**config.mk**
```make
export PLATFORM = sky130hd
export DESIGN_NAME = mp3_trigger_ctrl_flat
export DESIGN_NICKNAME = d
export VERILOG_FILES = /design/src/rtl/mp3_trigger_ctrl_pkg.sv /design/src/rtl/mp3_trigger_ctrl_if.sv /design/src/rtl/mp3_trigger_ctrl_pulse_timer.sv /design/src/rtl/mp3_trigger_ctrl.sv /design/src/flat_wrapper.sv
export SDC_FILE = /design/constraint.sdc
export NUM_CORES = 1
export LEC_CHECK = 0
export ABC_AREA = 0
export CAP_MARGIN = 20
export CORE_MARGIN = 10
export CORE_UTILIZATION = 55
export DETAILED_ROUTE_END_ITERATION = 12
export GPL_ROUTABILITY_DRIVEN = 0
export HOLD_SLACK_MARGIN = 0.1
export PLACE_DENSITY = 0.8
export SKIP_CTS_REPAIR_TIMING = 1
export SLEW_MARGIN = 5
export SYNTH_ARGS = -nofsm -noshare
export SYNTH_HDL_FRONTEND = slang
export SYNTH_SLANG_ARGS = --single-unit
```
**constraint.sdc**
```tcl
create_clock -name clk -period 3.7 [get_ports clk]
set_clock_uncertainty 0.05 [all_clocks]
set_input_delay 0.37 -clock clk [delete_from_list [all_inputs] [get_ports clk]]
set_output_delay 0.37 -clock clk [all_outputs]
set_load 0.05 [all_outputs]
```
**src/rtl/mp3_trigger_ctrl_pkg.sv**
```systemverilog
// Shared types and helpers for the MP3 trigger controller.
package mp3_pkg;

  typedef enum logic [1:0] {
    IDLE,
    PULSE,
    GAP
  } state_t;

  // Counter width able to hold the larger of the two cycle counts.
  function automatic int clog2_max(input int a, input int b);
    int m;
    m = (a > b) ? a : b;
    return (m < 1) ? 1 : $clog2(m + 1);
  endfunction

endpackage

```
**src/rtl/mp3_trigger_ctrl_if.sv**
```systemverilog
// Request/trigger bundle between SoC control logic and the MP3 trigger controller.
interface mp3_trigger_ctrl_if #(
  parameter int NUM_CH = 4
);
  logic [NUM_CH-1:0] req;
  logic [NUM_CH-1:0] trig_n;
  logic              busy;
  logic [NUM_CH-1:0] pending;

  modport master (
    output req,
    input  trig_n,
    input  busy,
    input  pending
  );

  modport slave (
    input  req,
    output trig_n,
    output busy,
    output pending
  );
endinterface

```
**src/rtl/mp3_trigger_ctrl_pulse_timer.sv**
```systemverilog
// Loadable down-counter shared by the pulse and gap phases; stops at zero.
module mp3_pulse_timer #(
  parameter int W = 1
) (
  input  logic         clk,
  input  logic         rst_n,
  input  logic         load,
  input  logic [W-1:0] load_val,
  output logic         zero
);

  logic [W-1:0] cnt_q;

  always_ff @(posedge clk or negedge rst_n) begin
    if (!rst_n) begin
      cnt_q <= '0;
    end else if (load) begin
      cnt_q <= load_val;
    end else if (cnt_q != '0) begin
      cnt_q <= cnt_q - W'(1);
    end
  end

  assign zero = (cnt_q == '0);

endmodule

```
**src/rtl/mp3_trigger_ctrl.sv**
```systemverilog
// Multi-channel MP3 trigger controller: queues request edges and serves them as
// timed active-low pulses, lowest channel first. Optional MP3_REQ_SYNC_EN adds a
// 2-flop synchronizer on req.
module mp3_trigger_ctrl
  import mp3_pkg::*;
#(
  parameter int NUM_CH       = 4,
  parameter int PULSE_CYCLES = 5_000_000,
  parameter int GAP_CYCLES   = 10_000_000
) (
  input  logic                clk,
  input  logic                rst_n,
  mp3_trigger_ctrl_if.slave   bus
);

  localparam int CW = clog2_max(PULSE_CYCLES, GAP_CYCLES);
  localparam int GW = (NUM_CH > 1) ? $clog2(NUM_CH) : 1;
  localparam logic [CW-1:0] PULSE_LD = CW'(PULSE_CYCLES - 1);
  localparam logic [CW-1:0] GAP_LD   = CW'((GAP_CYCLES > 0) ? GAP_CYCLES - 1 : 0);

  logic [NUM_CH-1:0] req_s;
  logic [NUM_CH-1:0] req_q;
  logic [NUM_CH-1:0] rise;
  logic [NUM_CH-1:0] pend_q, pend_d, pend_clr;
  logic [NUM_CH-1:0] trig_q, trig_d;
  logic [GW-1:0]     enc;
  state_t            state_q, state_d;
  logic              busy_q;
  logic              tmr_load;
  logic [CW-1:0]     tmr_val;
  logic              tmr_zero;

`ifdef MP3_REQ_SYNC_EN
  logic [NUM_CH-1:0] sync1_q, sync2_q;

  always_ff @(posedge clk or negedge rst_n) begin
    if (!rst_n) begin
      sync1_q <= '0;
      sync2_q <= '0;
    end else begin
      sync1_q <= bus.req;
      sync2_q <= sync1_q;
    end
  end

  assign req_s = sync2_q;
`else
  assign req_s = bus.req;
`endif

  assign rise = req_s & ~req_q;

  // Lowest set index wins: scan from the top so the last hit is the lowest.
  always_comb begin
    enc = '0;
    for (int unsigned i = NUM_CH; i > 0; i--) begin
      if (pend_q[i-1]) enc = GW'(i - 1);
    end
  end

  always_comb begin
    state_d  = state_q;
    trig_d   = trig_q;
    pend_clr = '0;
    tmr_load = 1'b0;
    tmr_val  = '0;
    unique case (state_q)
      IDLE: begin
        if (pend_q != '0) begin
          pend_clr[enc] = 1'b1;
          trig_d        = '1;
          trig_d[enc]   = 1'b0;
          tmr_load      = 1'b1;
          tmr_val       = PULSE_LD;
          state_d       = PULSE;
        end
      end
      PULSE: begin
        if (tmr_zero) begin
          trig_d = '1;
          if (GAP_CYCLES > 0) begin
            tmr_load = 1'b1;
            tmr_val  = GAP_LD;
            state_d  = GAP;
          end else begin
            state_d = IDLE;
          end
        end
      end
      GAP: begin
        trig_d = '1;
        if (tmr_zero) state_d = IDLE;
      end
      default: begin
        trig_d  = '1;
        state_d = IDLE;
      end
    endcase
  end

  // A new edge in the grant cycle re-queues the channel: set has priority.
  assign pend_d = (pend_q & ~pend_clr) | rise;

  always_ff @(posedge clk or negedge rst_n) begin
    if (!rst_n) begin
      state_q <= IDLE;
      busy_q  <= 1'b0;
      trig_q  <= '1;
      pend_q  <= '0;
      req_q   <= '0;
    end else begin
      state_q <= state_d;
      busy_q  <= (state_d != IDLE);
      trig_q  <= trig_d;
      pend_q  <= pend_d;
      req_q   <= req_s;
    end
  end

  mp3_pulse_timer #(
    .W(CW)
  ) u_timer (
    .clk     (clk),
    .rst_n   (rst_n),
    .load    (tmr_load),
    .load_val(tmr_val),
    .zero    (tmr_zero)
  );

  assign bus.trig_n  = trig_q;
  assign bus.busy    = busy_q;
  assign bus.pending = pend_q;

endmodule

```
**src/flat_wrapper.sv**
```systemverilog
// flat-port wrapper written by rule: the top's interface ports become plain ports
module mp3_trigger_ctrl_flat import mp3_pkg::*;
#(
  parameter int NUM_CH       = 4,
  parameter int PULSE_CYCLES = 5_000_000,
  parameter int GAP_CYCLES   = 10_000_000
)
  (clk, rst_n, bus_req, bus_trig_n, bus_busy, bus_pending);
  mp3_trigger_ctrl_if #(.NUM_CH(NUM_CH)) bus_i ();
  input  logic clk;
  input  logic rst_n;
  input wire logic [$bits(bus_i.req)-1:0] bus_req;
  output wire logic [$bits(bus_i.trig_n)-1:0] bus_trig_n;
  output wire logic [$bits(bus_i.busy)-1:0] bus_busy;
  output wire logic [$bits(bus_i.pending)-1:0] bus_pending;
  assign bus_i.req = bus_req;
  assign bus_trig_n = bus_i.trig_n;
  assign bus_busy = bus_i.busy;
  assign bus_pending = bus_i.pending;
  mp3_trigger_ctrl #(.NUM_CH(NUM_CH), .PULSE_CYCLES(PULSE_CYCLES), .GAP_CYCLES(GAP_CYCLES)) u_core (.clk(clk), .rst_n(rst_n), .bus(bus_i));
endmodule
```
==> results of run 1 <==
cells in the final DEF (no fill, tap or decap), types with 2 or more instances in the layout:
| cell type | instances |
|---|---|
| inv_1 | 9 |
| dfstp_2 | 4 |
| nor2_1 | 21 |
| dfrtp_1 | 35 |
| buf_2 | 2 |
| and3_1 | 2 |
| clkdlybuf4s50_1 | 13 |
| or2_2 | 2 |
| clkbuf_4 | 5 |
| nand2b_1 | 2 |
| nor4_1 | 2 |
| o22ai_1 | 2 |
| xor2_1 | 3 |
| nor3_1 | 8 |
| a2bb2oi_1 | 2 |
| o31ai_1 | 5 |
| xnor2_1 | 4 |
| nand3_1 | 3 |
| o21ai_0 | 15 |
| mux2i_1 | 3 |
| a21oi_1 | 6 |
| o311ai_0 | 2 |
| or3_1 | 10 |
| or4_1 | 8 |
| nand2_1 | 14 |
through the flow:
stage	setup WS [ns]	total power [uW]	cells	hold WS (ns)	utilization [%]
2_1_floorplan	1.23	438	185	0.0244	-
6_report	0.681	743	248	0.385	67.3
3_5_place_dp	0.695	451	238	0.374	64.1
5_1_grt	0.419	772	248	0.411	67.3
4_1_cts	0.687	752	246	0.0704	66.8
3_3_place_gp	0.860	451	238	0.363	64.1
cell type report:
cell class / count / area share, %
Clock buffer: 6 / 2.44
Timing Repair Buffer: 16 / 7.13
Multi-Input combinational cell: 132 / 38.0
Clock inverter: 2 / 1.66
Tap cell: 44 / 2.61
Sequential cell: 39 / 46.6
Inverter: 9 / 1.60
logic make-up (layout without fill, tap and decap cells):
kind of cell	count (synthesis)	count (layout)	synth area share [%]
muxes	4	4	2.25
buffers and inverters	14	33	3.00
AOI/OAI and AO/OA	38	38	13.0
and+or+nand+nor	82	82	24.3
xor gates and xnor gates	7	7	3.34
adders and majority gates	1	1	0.682
DFF	39	39	53.4
sequential cells by signal, indices dropped and copies added (netlist names):
register / flops
u_core.bus.pending: 4
u_core.req_q: 4
u_core.bus.trig_n: 4
u_core.bus.busy: 1
u_core.state_q: 2
u_core.u_timer.cnt_q: 24
metal layers:
layer	global-route usage, %	part of all wire, %	vias to the layer above
met3	5.41	7.1	5
met2	21.9	50	32
met5	0	0	-
met1	14.9	42	715
met4	5.47	0.93	0
li1	-	-	708
power by group:
group          switching (uW)  total, uW  internal, uW
clock                     140        300           160
sequential              0.534        429           428
combinational            9.12       14.1          5.01
final timing paths:
check / startpoint / end / slack, ns
worst max register to register: u_core.u_timer.cnt_q[0] / u_core.u_timer.cnt_q[4] / 0.68
worst min register to register: u_core.req_q[0] / u_core.bus.pending[0] / 0.39
worst max-delay path: u_core.u_timer.cnt_q[0] / u_core.u_timer.cnt_q[4] / 0.68
min in group asynchronous: rst_n / u_core.u_timer.cnt_q[0] / 0.60
worst min-delay path: u_core.req_q[0] / u_core.bus.pending[0] / 0.39
max in group asynchronous: rst_n / u_core.u_timer.cnt_q[2] / 2.48
worst reg2reg max path: cells and delay by family, from the launching register on:
family | cells | cell delay [ns]
buffers and inverters | 1 | 0.09
adder cells (fa/ha/maj) | 1 | 0.17
flip-flops | 1 | 0.41
AO/OA/AOI/OAI | 1 | 0.13
AND/OR/NAND/NOR | 4 | 1.99
==> results.tsv, run 1 <==
stage	metric	value	unit
outcome	status	completed	
logic_synthesis	top cell type's share of synthesized area	47.7	%
worst_setup_path	Critical path buffers and inverters	1	
timing	Fin Setup TNS	0	ns
logic_synthesis	Syn Area/Cell	9.92	um2
global_routing	wire length of the first global-routing pass	6640	um
logic_synthesis	Post-Syn Area	0.00184	mm2
global_routing	GRT Overall Usage	13.3	%
timing	Worst-Margin Slew	0.837	ns
timing	fmax	0.331	GHz
logic_synthesis	Post-Syn Nets	192	
logic_synthesis	leading area contributor after synthesis	dfrtp_1	
global_routing	grt ovf	0	
cts	clk_lat worst skew	0.35	ns
worst_setup_path	Worst EP required	3.84	ns
logic_synthesis	yosys warns	0	
logic_synthesis	Synth Flop Type	dfrtp_1	
flow_run	Max Cap Violations	0	
die	Die Y	77.8	um
drt	ANT nets after route	0	
cts	CTS tree	built	
placement	Area after DPL	0.00200	mm2
placement	hpwl dp	2660	um
drt	routed vias/inst	5.89	
logic_synthesis	Post-synth EDFFs	0	
hold_path	hold path depth	1	
worst_setup_path	worst-path cell chain	inv_1 > ha_1 > or3b_4 > nor4_2 > and3_1 > and2_1 > o311ai_0	
drt	routed vias	1460	
timing	unrepaired setup endpoints after global routing	no	
timing	Slew Viols, Final	0	
final_layout	Filler cells	243	
final_layout	final instance area	0.00211	mm2
cts	clk sink count	39	
cts	cts bufs inserted	5	
logic_synthesis	synth top area cells	dfrtp_1, dfstp_2, nor2_1, o21ai_0, or3_1	
die	Initial Util	58.7	%
final_layout	multi-input logic area	800	um2
worst_setup_path	CP endpoint kind	register	
worst_setup_path	crit start category	register	
logic_synthesis	Synth cell types	42	
drt	WL/cell	15.1	um
worst_setup_path	Crit Path Class	reg -> reg	
drt	Remaining DRCs	0	
cts	clk buf depth	2	
die	row count	20	
worst_setup_path	CP max-delay cell	and3_1	
timing	period utilisation layout	81.6	%
cts	CTS H-tree depth	2	
final_layout	share of layout cells above drive strength 1	10.3	%
global_routing	initial antenna violation count	0	
logic_synthesis	most frequent cells after synthesis	dfrtp_1, nor2_1, o21ai_0, nand2_1, or3_1	
cts	Root Driver	clkbuf_4	
logic_synthesis	Syn Inst Count	185	
logic_synthesis	post-synthesis sequential area ratio	53.4	%
drt	DRT Pass-1 Iters	4	
power_and_ir_drop	Peak VDD IR	0.211	mV
logic_synthesis	Async S/R FF share, synth	100	%
power_and_ir_drop	PD cells	353	mW/mm2
final_layout	Ant. Diodes	0	
worst_setup_path	Top delay family on crit path	simple AND/OR/NAND/NOR gates	
timing	endpoints failing hold	0	
logic_synthesis	most common cell in the netlist	dfrtp_1	
worst_setup_path	worst-path fanout max	21	
worst_setup_path	Max stage delay on crit path	0.71	ns
die	Die Area	0.00605	mm2
die	core area	0.00313	mm2
global_routing	largest net degree at the start of global routing	40	
placement	IO buf count	14	
final_layout	nets@finish	210	
final_layout	area delta synth->final	14.7	%
global_routing	vias in the first global route	1476	
cts	Worst-path clk slew	0.12	ns
timing	Max-slew headroom	44.2	%
drt	initial drt markers	115	
power_and_ir_drop	Leak Pwr	0.000883	uW
worst_setup_path	Crit path depth	7	
die	I/O pin cnt	15	
logic_synthesis	synthesized flop and latch total	39	
hold_path	HP Class	reg -> reg	
die	chip width	77.8	um
timing	Setup Viol. Count Final	0	
timing	post-layout min period	3.02	ns
final_layout	register area	981	um2
worst_setup_path	Critical Path AT	3.15	ns
worst_setup_path	Worst R2R Path Depth	7	
drt	routed wire length	3760	um
Power figures use the tool's default switching activity.
==> run 2, diff against run 1 <==
Settings changed: CORE_UTILIZATION 55 to 51, PLACE_DENSITY 0.8 to 0.78.
Clock period 3.7 ns to 2.6 ns, I/O delays scaled along.
==> run 2 against run 1 <==
Against the previous run:
- flip-flop and latch count is the same
- global-route usage grew 0.26 points
- register-to-register slack lost 0.64 ns
- die area grew 5.8%
- clock power grew 41%
- hold slack lost 0.063 ns
- final cell count grew 4.0%
- critical path depth is the same
- final area grew 3.1%
- non-clock buffer count grew 8
- critical path type unchanged
==> results.tsv, run 2 (synthesis gave the netlist of run 1 again) <==
stage	metric	value	unit
cts	clk sink count	39	
drt	M1 wire length	1670	um
cts	Root Driver	clkbuf_4	
timing	endpoints failing hold	0	
final_layout	area delta synth->final	18.3	%
drt	Remaining DRCs	0	
timing	Slew Viols, Final	0	
cts	CTS H-tree depth	2	
drt	routed wire length	3960	um
placement	IO buf count	14	
timing	unrepaired setup endpoints after global routing	yes	
timing	post-layout min period	2.56	ns
drt	ANT nets after route	0	
worst_setup_path	worst-path fanout max	6	
drt	met3 wire length	270	um
final_layout	Filler cells	293	
die	Die Area	0.00640	mm2
drt	initial drt markers	151	
worst_setup_path	CP endpoint kind	register	
cts	CTS tree	built	
global_routing	wire length of the first global-routing pass	6900	um
worst_setup_path	Critical Path AT	2.79	ns
drt	routed vias	1490	
drt	WL/cell	15.4	um
final_layout	share of layout cells above drive strength 1	14.2	%
timing	Worst-Margin Slew	0.830	ns
cts	Worst-path clk slew	0.11	ns
timing	Setup Viol. Count Final	0	
power_and_ir_drop	Peak VDD IR	0.243	mV
placement	Inst Count DP	247	
die	Die Y	80.0	um
cts	cts bufs inserted	5	
final_layout	nets@finish	218	
final_layout	max reg flops	24	
die	I/O pin cnt	15	
die	Initial Util	53.7	%
worst_setup_path	crit start category	register	
placement	Place WS	-0.00622	ns
drt	DR WL met2	1930	um
die	row count	21	
power_and_ir_drop	PD cells	485	mW/mm2
power_and_ir_drop	Leak Pwr	0.000922	uW
timing	Max-slew headroom	44.7	%
flow_run	Max Cap Violations	0	
drt	max layer used	met4	
cts	clk_lat worst skew	0.35	ns
die	chip width	80.0	um
drt	DRT Pass-1 Iters	4	
global_routing	initial antenna violation count	0	
hold_path	HP Class	in -> reg	
placement	hpwl dp	2800	um
global_routing	GRT Overall Usage	13.5	%
power_and_ir_drop	Pwr Total	1050	uW
final_layout	commonest non-fill, non-tap cells in the layout	dfrtp_1, nor2_1, o21ai_0, nand2_1, clkdlybuf4s50_1	
cts	clk buf depth	2	
timing	fmax	0.391	GHz
global_routing	largest net degree at the start of global routing	40	
worst_setup_path	Worst EP required	2.83	ns
final_layout	Post-Layout Cell Count	258	
worst_setup_path	Crit Path Class	reg -> reg	
die	core area	0.00342	mm2
outcome	status	completed	
global_routing	vias in the first global route	1548	
timing	period utilisation layout	98.3	%
final_layout	commonest non-fill, non-tap cell in the layout	dfrtp_1	
global_routing	grt ovf	0	
final_layout	Ant. Diodes	0	
drt	routed vias/inst	5.78	
timing	final worst slack	0.0446	ns
final_layout	Biggest register	u_core.u_timer.cnt_q	
run 2: final timing paths:
| path | from | end | slack, ns | depth (start not counted) |
|---|---|---|---|---|
| min | bus_req[0] | u_core.req_q[0] | 0.32 | 1 |
| min in group asynchronous | rst_n | u_core.u_timer.cnt_q[20] | 0.49 | 2 |
| min reg2reg | u_core.req_q[0] | u_core.bus.pending[0] | 0.38 | 1 |
| max in group asynchronous | rst_n | u_core.u_timer.cnt_q[3] | 1.49 | 2 |
| max | u_core.u_timer.cnt_q[0] | u_core.u_timer.cnt_q[22] | 0.04 | 7 |
| max reg2reg | u_core.u_timer.cnt_q[0] | u_core.u_timer.cnt_q[22] | 0.04 | 7 |
run 2: layout make-up:
| cell class | instances | area (um2) | share of cell area, % |
|---|---|---|---|
| timing repair buffer | 24 | 213 | 9.80 |
| sequential | 39 | 981 | 45.2 |
| clock buffer | 6 | 51.3 | 2.36 |
| inverter | 9 | 33.8 | 1.56 |
| multi-input combinational | 132 | 800 | 36.8 |
| clock inverter | 2 | 35.0 | 1.61 |
| tap | 46 | 57.6 | 2.65 |
run 2: critical path: stages (launching register included):
cell     delay [ns]
dfrtp_1        0.42
inv_2          0.08
ha_1           0.15
or3b_4         0.41
or2_4          0.26
or4_4          0.55
or4b_1         0.48
nand3_1        0.09
run 2: metrics by stage:
stage	util (%)	setup TNS [ns]	hold WS, ns	instance area, um2
6_report	63.6	0	0.322	2170
3_3_place_gp	60.3	0	0.351	2060
4_1_cts	62.8	-0.0366	-0.0222	2150
3_5_place_dp	60.3	-0.00622	0.358	2060
2_1_floorplan	-	0	-0.0856	1840
5_1_grt	63.6	-0.0315	0.305	2170
run 2: layer usage:
metal  global-route usage (%)  vias to the layer above
li1                         -                      721
met1                     14.9                      714
met2                     21.5                       47
met3                     5.18                        8
met4                     8.45                        0
met5                        0                        -
run 2: report_power, final:
part           total, uW  switching, uW  internal [uW]  leakage, uW
Sequential           611          0.817            610     0.000433
Clock                422            195            227    0.0000482
Combinational       20.2           13.0           7.15     0.000440
==> run 3, diff against run 2 <==
Settings changed: CAP_MARGIN 20 to unset.
==> results of run 3 <==
The final DEF is identical to that of run 2; final timing and power are the same.
